## config.mk

```make
export PLATFORM = sky130hd
export DESIGN_NAME = mips_main_ctrl
export DESIGN_NICKNAME = d
export VERILOG_FILES = /design/src/rtl/mips_main_ctrl.sv
export SDC_FILE = /design/constraint.sdc
export NUM_CORES = 1
export LEC_CHECK = 0
export ABC_CLOCK_PERIOD_IN_PS = 2100
export CAP_MARGIN = 20
export CORE_MARGIN = 5
export CORE_UTILIZATION = 43
export DETAILED_ROUTE_END_ITERATION = 12
export PLACE_DENSITY = 0.78
export SLEW_MARGIN = 10
export SYNTH_ARGS = -nofsm -noshare
export SYNTH_HDL_FRONTEND = slang
export SYNTH_SLANG_ARGS = --single-unit
```

## constraint.sdc

```tcl
create_clock -name clk -period 2.1 [get_ports clk]
set_input_delay 0.42 -clock clk [delete_from_list [all_inputs] [get_ports clk]]
set_output_delay 0.42 -clock clk [all_outputs]
set_load 0.02 [all_outputs]
```

## src/rtl/mips_main_ctrl.sv

```systemverilog
// ---------------------------------------------------------------------------
// mips_main_ctrl -- multicycle MIPS main control FSM.
//
// Decodes the instruction opcode and sequences fetch / decode / execute /
// memory / writeback, driving every datapath enable plus the 3-bit alu_op
// code that the downstream ALU control decoder combines with funct.
//
// Ports:
//   clk, rst_n     clock, asynchronous active-low reset
//   opcode[5:0]    IR[31:26]; sampled (and latched) in DECODE
//   mem_ready      memory finished the current access this cycle
//   pc_write, pc_write_cond, iord, mem_read, mem_write, ir_write,
//   mem_to_reg, reg_dst, reg_write, alu_src_a, alu_src_b[1:0],
//   pc_source[1:0], alu_op[2:0]   datapath controls
//   illegal_op     unknown opcode seen
//   state          current FSM state (debug)
//
// Memory handshake: mem_read/mem_write act as a request that is held while
// the FSM sits in FETCH, MEMRD or MEMWR; the access completes on the rising
// edge where mem_ready=1, and only then does the FSM leave that state.
// mem_ready is ignored in every other state.
//
// Optional build macro: ILLEGAL_TRAP_EN
//   defined   -> unknown opcode parks the FSM in TRAP with illegal_op=1
//   undefined -> unknown opcode is a NOP; illegal_op pulses in the next FETCH
// ---------------------------------------------------------------------------
module mips_main_ctrl #(
    parameter int STATE_W = 4
) (
    input  logic               clk,
    input  logic               rst_n,
    input  logic [5:0]         opcode,
    input  logic               mem_ready,
    output logic               pc_write,
    output logic               pc_write_cond,
    output logic               iord,
    output logic               mem_read,
    output logic               mem_write,
    output logic               ir_write,
    output logic               mem_to_reg,
    output logic               reg_dst,
    output logic               reg_write,
    output logic               alu_src_a,
    output logic [1:0]         alu_src_b,
    output logic [1:0]         pc_source,
    output logic [2:0]         alu_op,
    output logic               illegal_op,
    output logic [STATE_W-1:0] state
);

    typedef enum logic [STATE_W-1:0] {
        ST_RST    = 'd0,
        ST_FETCH  = 'd1,
        ST_DECODE = 'd2,
        ST_MEMADR = 'd3,
        ST_MEMRD  = 'd4,
        ST_MEMWB  = 'd5,
        ST_MEMWR  = 'd6,
        ST_REXEC  = 'd7,
        ST_RWB    = 'd8,
        ST_BRANCH = 'd9,
        ST_JUMP   = 'd10,
        ST_IEXEC  = 'd11,
        ST_IWB    = 'd12,
        ST_TRAP   = 'd13
    } state_t;

    localparam logic [5:0] OP_RTYPE = 6'h00;
    localparam logic [5:0] OP_J     = 6'h02;
    localparam logic [5:0] OP_BEQ   = 6'h04;
    localparam logic [5:0] OP_ADDI  = 6'h08;
    localparam logic [5:0] OP_SLTI  = 6'h0A;
    localparam logic [5:0] OP_ANDI  = 6'h0C;
    localparam logic [5:0] OP_ORI   = 6'h0D;
    localparam logic [5:0] OP_LW    = 6'h23;
    localparam logic [5:0] OP_SW    = 6'h2B;

    state_t     state_q;
    state_t     state_d;
    logic [5:0] opcode_q;   // opcode captured in DECODE; later IR changes ignored

    // ---------------------------------------------------------------------
    // State and opcode registers
    // ---------------------------------------------------------------------
    always_ff @(posedge clk or negedge rst_n) begin
        if (!rst_n) begin
            state_q  <= ST_RST;
            opcode_q <= 6'h00;
        end else begin
            state_q <= state_d;
            if (state_q == ST_DECODE) begin
                opcode_q <= opcode;
            end
        end
    end

`ifndef ILLEGAL_TRAP_EN
    // Set for exactly one cycle: the FETCH that follows a DECODE of an
    // unknown opcode (DECODE always goes straight to FETCH in that case).
    logic illegal_q;
    logic decode_unknown;

    always_comb begin
        decode_unknown = 1'b0;
        if (state_q == ST_DECODE) begin
            case (opcode)
                OP_RTYPE, OP_LW, OP_SW, OP_BEQ, OP_J,
                OP_ADDI, OP_ANDI, OP_ORI, OP_SLTI: decode_unknown = 1'b0;
                default:                           decode_unknown = 1'b1;
            endcase
        end
    end

    always_ff @(posedge clk or negedge rst_n) begin
        if (!rst_n) begin
            illegal_q <= 1'b0;
        end else begin
            illegal_q <= decode_unknown;
        end
    end
`endif

    // ---------------------------------------------------------------------
    // Next state and Moore outputs (ir_write/pc_write in FETCH gated by
    // mem_ready so the PC and IR load only on the completing cycle).
    // ---------------------------------------------------------------------
    always_comb begin
        state_d       = state_q;
        pc_write      = 1'b0;
        pc_write_cond = 1'b0;
        iord          = 1'b0;
        mem_read      = 1'b0;
        mem_write     = 1'b0;
        ir_write      = 1'b0;
        mem_to_reg    = 1'b0;
        reg_dst       = 1'b0;
        reg_write     = 1'b0;
        alu_src_a     = 1'b0;
        alu_src_b     = 2'd0;
        pc_source     = 2'd0;
        alu_op        = 3'd0;
`ifdef ILLEGAL_TRAP_EN
        illegal_op    = 1'b0;
`else
        illegal_op    = illegal_q;
`endif

        case (state_q)
            ST_RST: begin
                state_d    = ST_FETCH;
                illegal_op = 1'b0;
            end
            ST_FETCH: begin
                mem_read  = 1'b1;
                alu_src_b = 2'd1;
                ir_write  = mem_ready;
                pc_write  = mem_ready;
                if (mem_ready) begin
                    state_d = ST_DECODE;
                end
            end
            ST_DECODE: begin
                alu_src_b = 2'd3;   // PC + (imm<<2): branch target precompute
                case (opcode)
                    OP_RTYPE:                         state_d = ST_REXEC;
                    OP_LW, OP_SW:                     state_d = ST_MEMADR;
                    OP_BEQ:                           state_d = ST_BRANCH;
                    OP_J:                             state_d = ST_JUMP;
                    OP_ADDI, OP_ANDI, OP_ORI, OP_SLTI: state_d = ST_IEXEC;
`ifdef ILLEGAL_TRAP_EN
                    default:                          state_d = ST_TRAP;
`else
                    default:                          state_d = ST_FETCH;
`endif
                endcase
            end
            ST_MEMADR: begin
                alu_src_a = 1'b1;
                alu_src_b = 2'd2;
                state_d   = (opcode_q == OP_LW) ? ST_MEMRD : ST_MEMWR;
            end
            ST_MEMRD: begin
                mem_read = 1'b1;
                iord     = 1'b1;
                if (mem_ready) begin
                    state_d = ST_MEMWB;
                end
            end
            ST_MEMWB: begin
                reg_write  = 1'b1;
                mem_to_reg = 1'b1;
                state_d    = ST_FETCH;
            end
            ST_MEMWR: begin
                mem_write = 1'b1;
                iord      = 1'b1;
                if (mem_ready) begin
                    state_d = ST_FETCH;
                end
            end
            ST_REXEC: begin
                alu_src_a = 1'b1;
                alu_op    = 3'd2;
                state_d   = ST_RWB;
            end
            ST_RWB: begin
                reg_write = 1'b1;
                reg_dst   = 1'b1;
                state_d   = ST_FETCH;
            end
            ST_BRANCH: begin
                alu_src_a     = 1'b1;
                alu_op        = 3'd1;
                pc_write_cond = 1'b1;
                pc_source     = 2'd1;
                state_d       = ST_FETCH;
            end
            ST_JUMP: begin
                pc_write  = 1'b1;
                pc_source = 2'd2;
                state_d   = ST_FETCH;
            end
            ST_IEXEC: begin
                alu_src_a = 1'b1;
                alu_src_b = 2'd2;
                case (opcode_q)
                    OP_ANDI: alu_op = 3'd3;
                    OP_ORI:  alu_op = 3'd4;
                    OP_SLTI: alu_op = 3'd5;
                    default: alu_op = 3'd0;
                endcase
                state_d = ST_IWB;
            end
            ST_IWB: begin
                reg_write = 1'b1;
                state_d   = ST_FETCH;
            end
`ifdef ILLEGAL_TRAP_EN
            ST_TRAP: begin
                illegal_op = 1'b1;
                state_d    = ST_TRAP;
            end
`endif
            default: begin
                state_d = ST_RST;
            end
        endcase
    end

    assign state = state_q;

endmodule

```

==> results <==
## worst max path at each step
stage	to	start	slack, ns	depth (start not counted)
final	alu_op[1]	opcode_q[4]	-0.11	4
after CTS	alu_op[1]	opcode_q[4]	-0.1	4
after global placement	alu_op[1]	opcode_q[4]	-0.29	4
after floorplan	alu_op[1]	state[2]	0.07	4
after detailed placement	alu_op[1]	opcode_q[4]	-0.37	4
after global routing	alu_op[1]	opcode_q[5]	-0.14	4
## kinds of logic (layout without fill, tap and decap cells)
family	after synthesis	in the layout	share of synthesized area [%]
AND/OR/NAND/NOR	46	46	35.3
AO/OA/AOI/OAI	20	20	18.2
flip-flops	11	11	32.7
buffers and inverters	8	60	3.72
multiplexers	6	6	8.04
XOR/XNOR	2	2	2.08
## state kept, by name, indices dropped and copies added (netlist names)
name       flops
illegal_q      1
state          4
opcode_q       6
## area by class of cell
type | instances | area (um2) | area share, %
multi-input cells | 74 | 581 | 41.8
repair buffers | 54 | 465 | 33.5
flip-flops and latches | 11 | 277 | 19.9
well taps | 27 | 33.8 | 2.43
clock buffers | 4 | 26.3 | 1.89
inverters | 2 | 7.51 | 0.540
## worst max-delay path, stage by stage (launching register included)
cell and delay (ns):
dfrtp_1 0.39, or3b_4 0.41, or4_4 0.44, a21oi_4 0.15
buf_6 0.13
## layer usage
metal / vias up / global-route usage [%] / part of all wire [%]
met5: - / 0 / 0
met2: 36 / 34.3 / 52
met4: 0 / 6.22 / 1.8
met3: 6 / 2.72 / 4.4
li1: 452 / - / -
met1: 463 / 24.8 / 41
## power by group through the flow
| stage | combinational (mW) | sequential, mW | clock [mW] |
|---|---|---|---|
| final | 1.36 | 0.402 | 0.149 |
| after global routing | 1.47 | 0.409 | 0.160 |
| after CTS | 1.24 | 0.396 | 0.148 |
| after detailed placement | 1.25 | 0.403 | 0 |
| after global placement | 1.22 | 0.389 | 0 |
| after floorplan | 0.637 | 0.421 | 0 |
## per-stage QoR
stage	utilization [%]	hold slack [ns]	instance area, um2	cells
global placement	67.4	0.573	1300	162
finish	72.3	0.490	1390	172
detailed placement	67.4	0.595	1300	162
floorplan	-	0.124	851	93
global route	72.3	0.511	1390	172
CTS	69.0	0.493	1330	168
## timing repair
item / in CTS / in global routing
pin swaps: 2 / 1
buffers inserted: 2 / 4
resized for setup: 35 / 15
endpoints found under the setup margin: 18 / 10
## cell usage in the layout (no fill, tap or decap), drive strengths merged, types with 5 or more instances in the layout
cell type / count
nor3: 6
nor2: 10
buf: 27
clkbuf: 6
dlygate4sd2: 9
dfrtp: 11
clkdlybuf4s50: 12
mux2: 6
nand2b: 5
==> impl_metrics.csv <==
group,metric,value,unit
outcome,outcome,"finished with violations",
outcome,violations,"setup timing",
clock_network,path_clk_slew,0.07,ns
pwr,vdd.ir_drop.worst,0.000750,V
grt,grt_usage,19.6,%
clock_network,holdBufCountCts,0,
place,port_buffers,30,
route,route.detailed.drc,0,
pwr,p_int,1.06,mW
layout,area_growth,65.3,%
layout,fin_nets,155,
floorplan,start_util,43.7,%
pwr,p_leak,0.631,nW
timing,max_freq,0.453,GHz
route,routed_via_density,5.56,
yosys,yosysTopAreaCell,"dfrtp_1",
pwr,finalPower,1.91,mW
clock_network,cts_tree,"yes",
clock_network,clockRootBuffer,"clkbuf_4",
yosys,synth-main-ff-cell,"dfrtp_1",
route,drtIter0Drc,25,
setup_path,cp_data_arrival_time,1.79,ns
grt,grt_pass1_wl,4.18,mm
floorplan,fp.dieH,54.2,um
route,vias,957,
pwr,p_sw_share,44.3,%
setup_path,path_max_fanout,2,
clock_network,numCtsBuffers,3,
setup_path,rr_worst_depth,4,
yosys,synthDominantCellAreaShare,32.7,%
setup_path,worstSetupStartpointType,"flop",
yosys,syn_inst,93,
yosys,synth.most_common_cell,"dfrtp_1",
route,wirelength,2.95,mm
yosys,synth_seq_cells,11,
route,antenna_left,0,
floorplan,die_area,2940,um2
timing,fin_setup_tns,-0.198,ns
setup_path,reg2reg_to,"opcode_q[1]",
floorplan,core.rowCount,16,
run,maxCapViolations,0,
timing,period_needed,2.21,ns
floorplan,die-width,54.2,um
place,dp_hpwl,1.95,mm
timing,fin_ws,-0.107,ns
place,dp_slack,-0.372,ns
timing,maxSlewViolCount,0,
yosys,synth.top_cells.by_area,"dfrtp_1 33%, mux2_2 6.7%, nor2_1 4.5%",
pwr,p_switching,846,uW
pwr,seqPwrFrac,21.0,%
timing,fin_worst_skew,0.00153,ns
setup_path,end_kind,"output port",
place,gp_congestion,0.800,
yosys,synthArstFlopShare,100,%
route,firstDrtPassIters,4,
yosys,synth_edf_count,0,
yosys,synth_warnings,0,
grt,grt_pass1_vias,895,
timing,finalHoldViolations,0,
layout,diodes,0,
yosys,syn_area_per_cell,9.04,um2
yosys,synth_common_cells,"11 x dfrtp_1, 10 x nor2_1, 5 x mux2_2, 5 x nand2b_1, 5 x nor3_1",
timing,period_share,105,%
clock_network,clkLatencyLatePin,0.27,ns
setup_path,rrSetupSlack,0.39,ns
yosys,ys_seq_area_share,32.7,%
setup_path,required,1.68,ns
setup_path,rr_startpoint,"state[0]",
layout,drive_gt1_share,35.2,%
grt,overflow,0,
clock_network,cts.path.max_buffers,2,
grt,antenna_found_initial,0,
floorplan,coreArea,1920,um2
route,wl_per_cell,17.1,um
clock_network,cts.sinks,11,
timing,finalSetupViolations,2,
pwr,pwr-share-comb,71.2,%
layout,fill_cells,145,
min_path,hp-class,"in2async",
timing,relSlewSlack,64.5,%
timing,tightest_slew,0.528,ns
grt,grt_max_degree,15,
yosys,syn_nets,102,
timing,rsz0062_at_grt,"true",
clock_network,cts.htree.levels,1,
floorplan,io_pins,31,
pwr,power_density,1370,nW/um2
pwr,power_frac_clock,7.8,%
setup_path,crit_type,"reg2out",
yosys,syn_area,841,um2
yosys,yosys.cell_types.count,43,
No activity file was read; power rests on OpenSTA's default activity.
